--- src/rtl/ex_hazard_ctrl.sv ---
// Execute-stage hazard controller: load-use stalls, taken-branch flushes and
// pipeline-enable generation, with saturating stall/flush event counters.
module ex_hazard_ctrl #(
    parameter int LOAD_LAT = 1,
    parameter int CNT_W    = 16
) (
    input  logic             clk,
    input  logic             rst_n,
    input  logic             control,
    input  logic             ex_load,
    input  logic             ex_jump,
    input  logic             ex_cond,
    input  logic [3:0]       ex_dest,
    input  logic [3:0]       id_rs,
    input  logic [3:0]       id_rt,
    input  logic             id_rs_used,
    input  logic             id_rt_used,
    output logic             pc_write,
    output logic             ifid_write,
    output logic             ifid_flush,
    output logic             idex_bubble,
    output logic             busy,
    output logic [CNT_W-1:0] stall_cnt,
    output logic [CNT_W-1:0] flush_cnt
);

    typedef enum logic [1:0] {RUN, STALL, FLUSH} state_t;

    localparam logic [2:0]       REM_INIT = 3'(LOAD_LAT - 1);
    localparam logic [CNT_W-1:0] CNT_ONE  = {{(CNT_W-1){1'b0}}, 1'b1};

    state_t     state, state_nxt;
    logic [2:0] rem, rem_nxt;
    logic       hazard, taken;
    logic       stall_inc, flush_inc;

    // Register 0 is hardwired, so a load targeting it never creates a dependency.
    assign hazard = control & ex_load & (ex_dest != 4'd0) &
                    ((id_rs_used & (id_rs == ex_dest)) | (id_rt_used & (id_rt == ex_dest)));
    assign taken  = control & ex_jump & ex_cond;
    assign busy   = (state != RUN);

    always_ff @(posedge clk) begin
        if (!rst_n) begin
            state <= RUN;
            rem   <= 3'd0;
        end else begin
            state <= state_nxt;
            rem   <= rem_nxt;
        end
    end

    always_comb begin
        state_nxt = state;
        rem_nxt   = rem;
        if (control) begin
            case (state)
                RUN: begin
                    if (taken) begin
                        state_nxt = FLUSH;
                    end else if (hazard && (LOAD_LAT > 1)) begin
                        state_nxt = STALL;
                        rem_nxt   = REM_INIT;
                    end
                end
                STALL: begin
                    rem_nxt = rem - 3'd1;
                    if (rem == 3'd1) state_nxt = RUN;
                end
                FLUSH:   state_nxt = RUN;
                default: state_nxt = RUN;
            endcase
        end
    end

    // Reset forces a safe bubble regardless of inputs; freeze drops every enable.
    always_comb begin
        pc_write    = 1'b0;
        ifid_write  = 1'b0;
        ifid_flush  = 1'b0;
        idex_bubble = 1'b0;
        stall_inc   = 1'b0;
        flush_inc   = 1'b0;
        if (!rst_n) begin
            ifid_flush  = 1'b1;
            idex_bubble = 1'b1;
        end else if (control) begin
            case (state)
                RUN: begin
                    if (taken) begin
                        pc_write    = 1'b1;
                        ifid_write  = 1'b1;
                        ifid_flush  = 1'b1;
                        idex_bubble = 1'b1;
                        flush_inc   = 1'b1;
                    end else if (hazard) begin
                        idex_bubble = 1'b1;
                        stall_inc   = 1'b1;
                    end else begin
                        pc_write   = 1'b1;
                        ifid_write = 1'b1;
                    end
                end
                STALL: begin
                    idex_bubble = 1'b1;
                    stall_inc   = 1'b1;
                end
                FLUSH: begin
                    pc_write    = 1'b1;
                    ifid_write  = 1'b1;
                    ifid_flush  = 1'b1;
                    idex_bubble = 1'b1;
                end
                default: begin
                    idex_bubble = 1'b1;
                end
            endcase
        end
    end

    always_ff @(posedge clk) begin
        if (!rst_n) begin
            stall_cnt <= '0;
            flush_cnt <= '0;
        end else begin
            if (stall_inc && (stall_cnt != '1)) stall_cnt <= stall_cnt + CNT_ONE;
            if (flush_inc && (flush_cnt != '1)) flush_cnt <= flush_cnt + CNT_ONE;
        end
    end

endmodule

--- config.mk ---
export PLATFORM = sky130hd
export DESIGN_NAME = ex_hazard_ctrl
export DESIGN_NICKNAME = d
export VERILOG_FILES = /design/src/rtl/ex_hazard_ctrl.sv
export SDC_FILE = /design/constraint.sdc
export NUM_CORES = 1
export LEC_CHECK = 0
export ABC_AREA = 1
export BUFFER_PORTS_ARGS = -buffer_cell sky130_fd_sc_hd__buf_2
export CAP_MARGIN = 25
export CELL_PAD_IN_SITES_DETAIL_PLACEMENT = 2
export CELL_PAD_IN_SITES_GLOBAL_PLACEMENT = 2
export CORE_UTILIZATION = 29
export CTS_CLUSTER_SIZE = 14
export DETAILED_ROUTE_END_ITERATION = 12
export GPL_TIMING_DRIVEN = 0
export MAX_ROUTING_LAYER = met4
export PLACE_DENSITY = 0.82
export SYNTH_ARGS = -nofsm -noshare
export SYNTH_HDL_FRONTEND = slang
export SYNTH_SLANG_ARGS = --single-unit
--- constraint.sdc ---
create_clock -name clk -period 3.6 [get_ports clk]
set_input_delay 0.9 -clock clk [delete_from_list [all_inputs] [get_ports clk]]
set_output_delay 0.9 -clock clk [all_outputs]
set_load 0.02 [all_outputs]
* After elaboration in Yosys (flattened, before gate mapping)
Index checks and enable logic that the tools add are counted.
Operators by class: eq/ne operators 9, reduce and logical (&&, ||, !) cells 7, mux-type cells 24, bitwise gates (word level) 8, magnitude comparators 0, $add $sub $neg 3, multiply operators 0, divide/modulo/power cells 0, shift operators 0
Operator list (count):
- $add 16x1->16 const B | 2
- $ne 16x16->1 const B | 2
- $mux 1 | 18
- $eq 4x4->1 | 2
- $and 1x1->1 | 7
- $pmux 1 s2 | 3
- $mux 2 | 2
- $ne 2x2->1 const B | 2
- $pmux 2 s2 | 1
- $reduce_bool 4->1 | 1
- $eq 3x1->1 const B | 1
- $reduce_and 3->1 | 1
- $sub 3x1->3 const B | 1
- $eq 2x1->1 const B | 1
- $eq 2x2->1 const B | 1
- $logic_and 1x1->1 | 2
- $logic_not 2->1 | 1
- $reduce_and 2->1 | 1
- $reduce_bool 2->1 | 1
- $or 1x1->1 | 1
Word-level totals: output and inout port bits 37, bits in latches 0, logic and storage cells 55, memories kept 0, RAM bits 0, memory bits (read-only) 0, bits in registers 37

* Depth between registers and ports, before layout
Gate-level depths: netlist (run 1).
word-level depth 10, gate-level depth with buffers 12, mapped depth without buffers 12

* Least setup slack after synthesis (run 1)
No wires, ideal clock.
path type input to output, from input ex_dest[1], to output pc_write, stages 10, arrival time 1.707 ns, slack 0.993 ns, cell sequence inv_2 > nand2_1 > nand2_1 > nor2_1 > nand3_1 > nand2_2 > nand3_2 > nand3_1 > inv_1 > buf_4
Between the ends: word-level cells in the longest chain between the ends 9
RTL lines:
- start: declaration | line 13 | input logic [3:0] ex_dest,
- $eq 4x4->1 | line 39 | ((id_rs_used & (id_rs == ex_dest)) | (id_rt_used & (id_rt == ex_dest)));
- $and 1x1->1 | line 39
- $or 1x1->1 | line 39
- $and 1x1->1 (*) | line 38 | assign hazard = control & ex_load & (ex_dest != 4'd0) &
- $mux 1 (*) (2 in a row)
- $pmux 1 s2 (*)
- $mux 1 (*) (2 in a row)
- end: declaration | line 18 | output logic pc_write,
Every way passes the cells marked *; elsewhere a longest branch is shown, timed or not.

* Worst setup path in the final report (run 1)
from input ex_dest[1], to output pc_write
Between the ends: word-level cells in the longest chain between the ends 9
RTL lines:
- $eq 4x4->1 | line 39
- $and 1x1->1 | line 39
- $or 1x1->1 | line 39
- $and 1x1->1 (*) | line 38
- $mux 1 (*) | line 96 | end else if (hazard) begin
- $mux 1 (*) | line 90 | if (taken) begin
- $pmux 1 s2 (*) | line 88 | case (state)
- $mux 1 (*) | line 87 | end else if (control) begin
- $mux 1 (*) | line 84 | if (!rst_n) begin
Marked as above.

==> out/qor.yml, run 1 <==
sta:
  finalHoldViolations: 0
  setup_violations: 0
  skew_ns: 0.00959
  worst_hold_slack_ns: 0.494
  tns_ns: 0
  max_slew_margin_pct: 59.7
  slew_viol_final: 0
  fin_crit_sh_pct: 81.9
  max_freq_ghz: 0.339
  setup_ws_ns: 0.651
  post-route-min-period_ns: 2.95
  rsz0062_at_grt: "false"
  worst-slew-pin-transition_ns: 0.604
synth:
  ys_ff_latch: 33
  synth-main-ff-cell: "dfxtp_1"
  seq_area_frac_synth_pct: 31.7
  synth_area_leader_cell: "dfxtp_1"
  synth_edf_count: 0
  synthesis.nets: 344
  yosys.area_share.adder_pct: 1.20
  syn-cell-area_mm2: 0.00209
  yosys.area_share.xor_xnor_pct: 7.97
  synth.top_cell.area_share_pct: 31.7
  synthSimpleGateAreaFrac_pct: 36.3
  synth_top_family_by_area: "simple AND/OR/NAND/NOR gates"
  synth_common_cells: "nand2_1 (69), nor2_1 (42), nand3_1 (35)"
  yosys_warnings: 0
  synthMuxAreaShare_pct: 0
  synth-compound-area-share_pct: 12.6
  yosys-top-cells-area: "dfxtp_1 (32%), nand2_1 (12%), nand3_1 (8.4%)"
  synth_cell_types: 31
  syn_inst: 322
  synth_most_common_cell: "nand2_1"
  syn_avg_cell_area_um2: 6.48
  async_reset_ff_share_pct: 0
pwr:
  sw_frac_of_total_pct: 26.3
  ir_worst_vdd_mv: 0.115
  switchingPower_mw: 0.185
  leakage_nw: 1.10
  p_seq_share_pct: 52.5
  p_per_area_mw_per_mm2: 274
  combPwrFrac_pct: 9.3
  power.share.clock_pct: 38.2
  intPower_mw: 0.517
  finalPower_mw: 0.702
critical_path:
  critPathCaptureType: "primary output"
  critical_path.top_delay_family: "simple AND/OR/NAND/NOR gates"
  critPathLaunchType: "input port"
  cp_max_fo: 3
  crit_buf_inv: 5
  slowest_stage: "buf_2"
  r2r_end: "flush_cnt[0]$_SDFFE_PN0P_"
  arrival_ns: 2.05
  r2r_setup_slack_ns: 1.63
  cpPeakStageDelay_ns: 0.15
  crit_chain: "buf_2 > inv_2 > nand2_1 > nand2_1 > nor2_1 > nand3_1 > nand2_2 > nand3_2 > nand3_1 > inv_1 > buf_4 > buf_2"
  required_ns: 2.70
  r2r-start: "flush_cnt[0]$_SDFFE_PN0P_"
  reg2reg_depth: 11
  path_class: "input port to primary output"
placed_design:
  dp_cells: 474
  dpl_cell_area_mm2: 0.00249
  gp_congestion: 0.802
  port_buffers: 56
  pre_cts_ws_ns: 0.634
  dp_hpwl_mm: 5.68
routing:
  drc: 0
  dr.pass1.iters: 4
  post_drt_wl_per_cell_um: 15.1
  vias_per_cell: 4.86
  wl_met3_um: 144
  routedLengthMet1_mm: 3.24
  initialDrtViolationCount: 51
  finalWirelength_mm: 7.27
  vias: 2333
  wl_met2_mm: 3.81
  top_layer_used: "met4"
  final_antenna_net_count: 0
cts:
  cts_buffer_depth: 2
  clock_latency_ns: 0.29
  cts_buffers: 5
  clkSinkCount: 33
  ctsHoldBuffers: 0
  cts_resized: 0
  clockRootBuffer: "clkbuf_8"
  cts_tree: "yes"
  post_cts_buffers: 0
  h-tree-depth: 2
  clk_pin_slew_worst_paths_ns: 0.07
global_routing:
  track_usage_pct: 21.7
  antenna_found_initial: 0
  gr-total-overflow: 0
  grt_pass1_wl_mm: 12.3
  grt_max_degree: 11
  grt_pass1_vias: 2461
floorplan:
  dieArea_mm2: 0.00754
  rows: 30
  ios: 57
  initial_utilization_pct: 30.4
  die_x_um: 86.8
  die_h_um: 86.8
  fp.coreArea_mm2: 0.00687
layout:
  diodes: 0
  fillers: 892
  fin_util_pct: 37.3
  nets: 407
  syn2layout_area_growth_pct: 22.7
  layout-drive-gt1-share_pct: 20.8
  finish.instance_area_mm2: 0.00256
  stdcell_count: 480
min_path:
  min_to: "flush_cnt[13]$_SDFFE_PN0P_"
  min_path_type: "register to register"
  whs_path_depth: 2
  worstHoldStart: "flush_cnt[13]$_SDFFE_PN0P_"
flow_run:
  maxCapViolCount: 0
outcome:
  status: "finished, final reports clean"
## power by group through the flow
stage	clock, mW	combinational (mW)	sequential [mW]
5_1_grt	0.289	0.0731	0.368
3_3_place_gp	0	0.0639	0.377
6_report	0.268	0.0653	0.368
3_5_place_dp	0	0.0667	0.377
2_1_floorplan	0	0.0341	0.378
4_1_cts	0.280	0.0669	0.368
## layer usage
layer	global-route usage [%]	vias to the layer above
met5	-	-
li1	-	1169
met3	2.86	8
met2	39.4	31
met1	25.1	1125
met4	5.45	0
## tightest hold or removal path: stages (launching register included)
cell and delay, ns:
dfxtp_1 0.33, nand2_1 0.07, a21oi_1 0.06
## how the worst max path moves through the flow
stage	from	end	slack, ns	cells past startpoint
after floorplan	ex_dest[1]	pc_write	0.99	10
after global placement	rst_n	pc_write	0.67	6
after detailed placement	ex_dest[1]	pc_write	0.63	12
after CTS	ex_dest[1]	pc_write	0.63	12
after global routing	ex_dest[1]	pc_write	0.50	12
final	ex_dest[1]	pc_write	0.65	12
## final cells by class
class	count	area, um2	share of cell area (%)
multi-input combinational	243	1210	47.3
sequential	33	661	25.8
buffer	10	78.8	3.08
clock buffer	5	68.8	2.69
clock inverter	1	5.00	0.195
inverter	36	135	5.28
tap	96	120	4.69
timing repair buffer	56	280	10.9
## cells by family after synthesis
group,after synthesis
simple gates,172
compound gates,50
buf+inv,46
flops,33
xor+xnor,19
fa+ha+maj,2
## registers in the layout, indices dropped and copies added (netlist names)
register and cells:
stall_cnt 16, state 1, flush_cnt 16
## cells in the final DEF (no fill, tap or decap), types with 2 or more instances in the layout
cell and count:
nand2_1 69, buf_2 56, nor2_1 42, nand3_1 35, dfxtp_1 33, inv_1 30, a21oi_1 23, o21ai_0 20
xor2_1 13, nor3_1 9, xnor2_1 6, inv_2 5, buf_6 5, clkbuf_8 5, clkbuf_1 4, and3_1 4
nor2_2 3, nand4_1 3, a31oi_1 2, o21bai_1 2, ha_1 2
Power figures use the tool's default switching activity.
==> run 2, diff against run 1 <==
==> config.mk (replaced) <==
export PLATFORM = sky130hd
export DESIGN_NAME = ex_hazard_ctrl
export DESIGN_NICKNAME = d
export VERILOG_FILES = /design/src/rtl/ex_hazard_ctrl.sv
export SDC_FILE = /design/constraint.sdc
export NUM_CORES = 1
export LEC_CHECK = 0
export ABC_AREA = 0
export BUFFER_PORTS_ARGS = -buffer_cell sky130_fd_sc_hd__buf_2
export CAP_MARGIN = 25
export CELL_PAD_IN_SITES_DETAIL_PLACEMENT = 2
export CELL_PAD_IN_SITES_GLOBAL_PLACEMENT = 2
export CORE_UTILIZATION = 25
export CTS_CLUSTER_SIZE = 14
export DETAILED_ROUTE_END_ITERATION = 12
export GPL_TIMING_DRIVEN = 0
export MAX_ROUTING_LAYER = met4
export PLACE_DENSITY = 0.72
export SYNTH_ARGS = -nofsm -noshare
export SYNTH_HDL_FRONTEND = slang
export SYNTH_SLANG_ARGS = --single-unit
==> constraint.sdc (replaced) <==
create_clock -name clk -period 2.5 [get_ports clk]
set_input_delay 0.625 -clock clk [delete_from_list [all_inputs] [get_ports clk]]
set_output_delay 0.625 -clock clk [all_outputs]
set_load 0.02 [all_outputs]
==> run 2 against run 1 <==
Effect of this change: utilization shrank 1.3 points; sequential power increased by 44%; register-to-register slack got worse by 1.2 ns; critical path depth decreased by 3; cell area fell by 3.0%; highest routed layer unchanged; setup slack lost 0.59 ns; critical endpoint unchanged; sequential share of layout area increased by 0.81 points; first-iteration DRC count rose by 18%; non-clock buffer count rose by 7; critical path type unchanged; cell count down 18%.
==> out/qor.yml, run 2 <==
global_routing:
  antenna_found_initial: 0  # unchanged
  gr-total-overflow: 0  # unchanged
  grt_pass1_wl_mm: 9.63  # -22%
  grt_max_degree: 15  # +4
  grt_pass1_vias: 1920  # -22%
  track_usage_pct: 17.2  # -4.5 points
sta:
  rsz0062_at_grt: "false"
  skew_ns: 0.00417  # -0.00543 ns
  post-route-min-period_ns: 2.44
  max_freq_ghz: 0.409
  worst_hold_slack_ns: 0.507  # +0.0128 ns
  finalHoldViolations: 0  # unchanged
  worst-slew-pin-transition_ns: 0.680  # +0.0764 ns
  setup_violations: 0  # unchanged
  fin_crit_sh_pct: 97.7
  slew_viol_final: 0  # unchanged
  max_slew_margin_pct: 54.2  # -5.5 points
synth:
  seq_area_frac_synth_pct: 36.5  # +4.9 points
  syn_inst: 226  # -30%
  synth-main-ff-cell: "dfxtp_1"
  synth_most_common_cell: "dfxtp_1"
  synth_top_family_by_area: "simple AND/OR/NAND/NOR gates"
  syn-cell-area_mm2: 0.00181  # -13%
  async_reset_ff_share_pct: 0  # unchanged
  yosys_warnings: 0  # unchanged
  synthMuxAreaShare_pct: 5.60  # +5.6 points
  synth_cell_types: 36  # +16%
  synth_area_leader_cell: "dfxtp_1"
  ys_ff_latch: 33  # unchanged
  synthesis.nets: 248  # -28%
  synth.top_cell.area_share_pct: 36.5  # +4.9 points
  synth_common_cells: "dfxtp_1 (33), nor2_1 (30), nand2_1 (25)"
  synthSimpleGateAreaFrac_pct: 33.4  # -2.9 points
  synth-compound-area-share_pct: 9.13  # -3.5 points
  yosys-top-cells-area: "dfxtp_1 (37%), nor2_1 (6.2%), xor2_1 (5.8%)"
  yosys.area_share.adder_pct: 1.38  # +0.18 points
  syn_avg_cell_area_um2: 8.01  # +24%
  synth_edf_count: 0  # unchanged
  yosys.area_share.xor_xnor_pct: 9.68  # +1.7 points
pwr:
  ir_worst_vdd_mv: 0.160  # +39%
  leakage_nw: 1.00  # -9.3%
  p_per_area_mw_per_mm2: 440  # +61%
  finalPower_mw: 1.09  # +56%
cts:
  h-tree-depth: 2  # unchanged
  cts_tree: "yes"
  clkSinkCount: 33  # unchanged
  cts_buffers: 5  # unchanged
  clock_latency_ns: 0.29  # about the same
  cts_buffer_depth: 2  # unchanged
  clockRootBuffer: "clkbuf_8"
  clk_pin_slew_worst_paths_ns: 0.07  # about the same
layout:
  final_cell_mix: "buf_2 (50), dfxtp_1 (33), nor2_1 (27)"
  final_common_cell: "buf_2"
  reg.largest.list: "flush_cnt x16, stall_cnt x16, state x1"
  fillers: 848  # -4.9%
  diodes: 0  # unchanged
  syn2layout_area_growth_pct: 37.3
  nets: 320  # -21%
  layout-drive-gt1-share_pct: 31.1  # +10 points
routing:
  vias: 1905  # -18%
  finalWirelength_mm: 5.95  # -18%
  vias_per_cell: 4.82  # -0.77%
  dr.pass1.iters: 3  # -1
  post_drt_wl_per_cell_um: 15.1  # -0.45%
  final_antenna_net_count: 0  # unchanged
  drc: 0  # unchanged
  initialDrtViolationCount: 60  # +18%
critical_path:
  r2r_end: "stall_cnt[10]$_SDFFE_PN0P_"
  r2r-start: "stall_cnt[0]$_SDFFE_PN0P_"
  r2r_setup_slack_ns: 0.44  # -1.19 ns
  cpPeakStageDelay_ns: 0.22  # +0.07 ns
  crit_chain: "buf_6 > xor2_1 > nor3_2 > nand4_1 > and2_4 > nor2_4 > nor2_4 > buf_6 > buf_6"
  slowest_stage: "and2_4"
  endpoint: "pc_write"
  arrival_ns: 1.82  # -0.23 ns
  reg2reg_depth: 6  # -5
  cp_max_fo: 3  # unchanged
  critPathLaunchType: "input port"
  critPathMostFrequentCell: "buf_6"
  path_class: "input port to primary output"
  crit_start: "ex_dest[0]"
  required_ns: 1.88  # -0.82 ns
  critPathCaptureType: "primary output"
placed_design:
  gp_congestion: 0.719  # -10%
  port_buffers: 55  # -1.8%
  dp_hpwl_mm: 4.41  # -22%
floorplan:
  fp.coreArea_mm2: 0.00691  # +0.55%
  dieArea_mm2: 0.00758  # +0.55%
  initial_utilization_pct: 26.2  # -4.2 points
  die_h_um: 87.1  # +0.28%
  rows: 30  # unchanged
  die_x_um: 87.1  # +0.28%
  ios: 57  # unchanged
min_path:
  min_path_type: "register to register"
outcome:
  status: "finished, final reports clean"
flow_run:
  maxCapViolCount: 0  # unchanged
[run 2: logic make-up (layout without fill, tap and decap cells)]
group                      after synthesis  after routing
and+or+nand+nor                        118            118
DFF                                     33             33
AOI/OAI and AO/OA                       28             28
xor gates and xnor gates                20             20
buffers and inverters                   15             88
muxes                                   10             10
adders and majority gates                2              2
[run 2: final cells by class]
class,count,area [um2],share of cell area (%)
buffer,6,38.8,1.56
clock buffer,7,96.3,3.88
inverter,7,26.3,1.06
timing repair buffer,67,403,16.2
clock inverter,1,5.00,0.202
tap,96,120,4.84
multi-input combinational,178,1130,45.6
sequential,33,661,26.6
[run 2: critical path, delay by kind of cell]
kind                   cells  cell delay [ns]
AND/OR/NAND/NOR            5             0.69
XOR/XNOR                   1             0.16
buffers and inverters      3             0.34
[run 2: power by group]
group	internal [mW]	switching, mW
clock	0.249	0.213
combinational	0.0435	0.0594
sequential	0.527	0.00190
[run 2: timing repair]
| item | 4_1_cts | 5_1_grt |
|---|---|---|
| pin swaps | 7 | 9 |
| endpoints found under the setup margin | 3 | 5 |
| gates resized for setup | 9 | 14 |
| buffers inserted | 13 | 1 |
| hold buffers | 0 | 0 |
[run 2: worst min-delay path by stage]
stage / depth (start not counted) / from / to
after floorplan: 2 / stall_cnt[2]$_SDFFE_PN0P_ / stall_cnt[2]$_SDFFE_PN0P_
after global placement: 2 / stall_cnt[11]$_SDFFE_PN0P_ / stall_cnt[11]$_SDFFE_PN0P_
after detailed placement: 2 / stall_cnt[11]$_SDFFE_PN0P_ / stall_cnt[11]$_SDFFE_PN0P_
after CTS: 2 / stall_cnt[11]$_SDFFE_PN0P_ / stall_cnt[11]$_SDFFE_PN0P_
after global routing: 2 / stall_cnt[3]$_SDFFE_PN0P_ / stall_cnt[3]$_SDFFE_PN0P_
final: 2 / stall_cnt[11]$_SDFFE_PN0P_ / stall_cnt[11]$_SDFFE_PN0P_
[run 2: metal layers]
layer  wire [um]  track usage (%)  vias up
li1            -                -      932
met1        2740             20.9      931
met2        2950             28.3       37
met3         208             3.51        5
met4          62             5.91        0
met5           0                -        -
[run 2: stage by stage]
| stage | utilization, % | std cells | instance area (um2) | setup TNS (ns) | setup slack (ns) |
|---|---|---|---|---|---|
| after floorplan | - | 226 | 1820 | 0 | 0.00629 |
| after global placement | 32.1 | 377 | 2220 | -0.574 | -0.280 |
| after detailed placement | 32.1 | 377 | 2220 | -0.671 | -0.322 |
| after CTS | 35.1 | 395 | 2420 | 0 | 0.0100 |
| after global routing | 36.0 | 395 | 2480 | 0 | 0.000744 |
| final | 36.0 | 395 | 2480 | 0 | 0.0577 |
==> run 3, diff against run 2 <==
--- a/config.mk
+++ b/config.mk
@@ -8,14 +8,12 @@
 export ABC_AREA = 0
 export BUFFER_PORTS_ARGS = -buffer_cell sky130_fd_sc_hd__buf_2
 export CAP_MARGIN = 25
-export CELL_PAD_IN_SITES_DETAIL_PLACEMENT = 2
-export CELL_PAD_IN_SITES_GLOBAL_PLACEMENT = 2
-export CORE_UTILIZATION = 25
+export CORE_UTILIZATION = 40
 export CTS_CLUSTER_SIZE = 14
 export DETAILED_ROUTE_END_ITERATION = 12
 export GPL_TIMING_DRIVEN = 0
 export MAX_ROUTING_LAYER = met4
-export PLACE_DENSITY = 0.72
+export PLACE_DENSITY = 0.66
 export SYNTH_ARGS = -nofsm -noshare
 export SYNTH_HDL_FRONTEND = slang
 export SYNTH_SLANG_ARGS = --single-unit
==> run 3 against run 2 <==
Effect of this change: combinational power is 12% lower; first-iteration DRC count is 80% higher; cell area is 7.8% lower; worst hold slack worse by 0.0041 ns; flip-flop and latch count stayed put; register-to-register slack better by 0.09 ns; cell count is 14% lower; clock power is 16% lower; via count is 4.6% lower; utilization is 17 points higher; critical path depth is 1 lower; total power is 7.9% lower; critical path type unchanged; largest cell class unchanged.
==> out/qor.yml, run 3 (synthesis results as in run 2) <==
sta:
  setup_violations: 0  # unchanged
  rsz0062_at_grt: "false"
  max_slew_margin_pct: 54.9  # +0.68 points
  max_freq_ghz: 0.423  # +3.3%
  skew_ns: 0.00475  # +0.000578 ns
  post-route-min-period_ns: 2.36  # -0.0784 ns
  worst-slew-pin-transition_ns: 0.670  # -0.0101 ns
  slew_viol_final: 0  # unchanged
  finalHoldViolations: 0  # unchanged
  fin_crit_sh_pct: 94.6  # -3.1 points
  tns_ns: 0  # unchanged
routing:
  final_antenna_net_count: 0  # unchanged
  finalWirelength_mm: 4.32  # -27%
  dr.pass1.iters: 4  # +1
  drc: 0  # unchanged
  post_drt_wl_per_cell_um: 12.7  # -16%
  initialDrtViolationCount: 108  # +80%
  vias: 1818  # -4.6%
  vias_per_cell: 5.33  # +11%
placed_design:
  dpl_cell_area_mm2: 0.00216  # -2.5%
  dp_cells: 333  # -12%
  port_buffers: 55  # unchanged
  gp_congestion: 0.817  # +14%
  dp_hpwl_mm: 3.27  # -26%
critical_path:
  r2r_setup_slack_ns: 0.53  # +0.09 ns
  cp_max_fo: 4  # +1
  crit_buf_inv: 2  # -1
  critical_path_depth: 8  # -1
  crit_chain: "buf_4 > xor2_1 > nor3_1 > nand4_1 > and2_4 > nor2_4 > nor2_4 > buf_2"
  r2r-start: "stall_cnt[0]$_SDFFE_PN0P_"
  critPathMostFrequentCell: "nor2_4"
  critical_path.top_delay_family: "simple AND/OR/NAND/NOR gates"
  critPathLaunchType: "input port"
  arrival_ns: 1.74  # -0.08 ns
  cpPeakStageDelay_ns: 0.19  # -0.03 ns
  critPathCaptureType: "primary output"
  crit_start: "ex_dest[0]"
  reg2reg_depth: 6  # unchanged
  path_class: "input port to primary output"
  slowest_stage: "nor3_1"
  required_ns: 1.88  # about the same
global_routing:
  grt_pass1_vias: 1533  # -20%
  grt_max_degree: 11  # -4
  gr-total-overflow: 0  # unchanged
  track_usage_pct: 18.5  # +1.3 points
  antenna_found_initial: 0  # unchanged
  grt_pass1_wl_mm: 7.04  # -27%
flow_run:
  maxCapViolCount: 0  # unchanged
layout:
  finish.instance_area_mm2: 0.00229  # -7.8%
  nets: 310  # -3.1%
  reg.largest.list: "flush_cnt x16, stall_cnt x16, state x1"
  final_cell_mix: "buf_2 (52), dfxtp_1 (33), nor2_1 (28)"
  stdcell_count: 341  # -14%
  final_common_cell: "buf_2"
  syn2layout_area_growth_pct: 26.6
  fin_util_pct: 52.6  # +17 points
  fillers: 437  # -48%
  diodes: 0  # unchanged
  layout-drive-gt1-share_pct: 26.3  # -4.8 points
min_path:
  whs_path_depth: 2  # unchanged
  min_path_type: "register to register"
  worstHoldStart: "stall_cnt[2]$_SDFFE_PN0P_"
floorplan:
  fp.coreArea_mm2: 0.00435  # -37%
  rows: 24  # -20%
  initial_utilization_pct: 41.6  # +15 points
  ios: 57  # unchanged
  die_x_um: 69.3  # -20%
  die_h_um: 69.3  # -20%
  dieArea_mm2: 0.00480  # -37%
pwr:
  p_per_area_mw_per_mm2: 440  # -0.14%
  leakage_nw: 0.931  # -6.8%
  ir_worst_vdd_mv: 0.220  # +37%
cts:
  clk_pin_slew_worst_paths_ns: 0.07  # about the same
  cts_buffers: 5  # unchanged
  clock_latency_ns: 0.28  # about the same
  cts_buffer_depth: 2  # unchanged
  cts_tree: "yes"
  h-tree-depth: 2  # unchanged
  clkSinkCount: 33  # unchanged
  ctsHoldBuffers: 0  # unchanged
  clockRootBuffer: "clkbuf_8"
outcome:
  status: "finished, final reports clean"
==> run 3: cell count changes in the layout (fill, tap and decap cells not counted), moves of 2 or more <==
cell	delta
buf_2	+2
buf_6	-5
clkbuf_1	+3
buf_4	-7
clkbuf_8	-2
==> run 3: final timing paths <==
| check | endpoint |
|---|---|
| worst max-delay path | ifid_write |
| worst min-delay path | stall_cnt[2]$_SDFFE_PN0P_ |
| worst max register to register | stall_cnt[14]$_SDFFE_PN0P_ |
| worst min register to register | stall_cnt[2]$_SDFFE_PN0P_ |
==> run 3: layout make-up <==
| cell class | count | area, um2 | area share, % |
|---|---|---|---|
| Buffer | 5 | 27.5 | 1.20 |
| Clock buffer | 8 | 80.1 | 3.50 |
| Inverter | 7 | 26.3 | 1.15 |
| Multi-Input combinational cell | 178 | 1120 | 48.7 |
| Sequential cell | 33 | 661 | 28.8 |
| Tap cell | 52 | 65.1 | 2.84 |
| Timing Repair Buffer | 58 | 315 | 13.8 |
==> run 3: per-stage QoR <==
stage / power, mW / hold WS [ns] / setup WS [ns]
floorplan: 0.590 / 0.560 / 0.00629
global placement: 0.624 / 0.489 / -0.243
detailed placement: 0.626 / 0.490 / -0.264
CTS: 1.01 / 0.502 / 0.0213
global route: 1.04 / 0.535 / 0.0340
finish: 1.01 / 0.503 / 0.136
==> run 3: tightest hold or removal path, cell delays in order, from the launching register on <==
cell	delay [ns]
dfxtp_1	0.34
nand2_1	0.06
mux2i_1	0.05
==> run 3: layer usage <==
metal | up-vias | routed length, um | GRT usage [%] | share of wire (%)
li1 | 914 | - | - | -
met1 | 845 | 2030 | 25.2 | 47
met2 | 54 | 2030 | 27.4 | 47
met3 | 5 | 205 | 2.76 | 4.7
met4 | 0 | 61 | 7.48 | 1.4
met5 | - | 0 | - | 0
==> run 3: report_power, final <==
part | switching [mW] | internal [mW]
Clock | 0.190 | 0.198
Sequential | 0.00186 | 0.527
Combinational | 0.0539 | 0.0369
==> run 3: repair_timing <==
item,in CTS,in global routing
setup endpoints to repair,3,2
cloned,0,0
pin swaps,5,10
buffers inserted,2,1
gates resized for setup,1,14
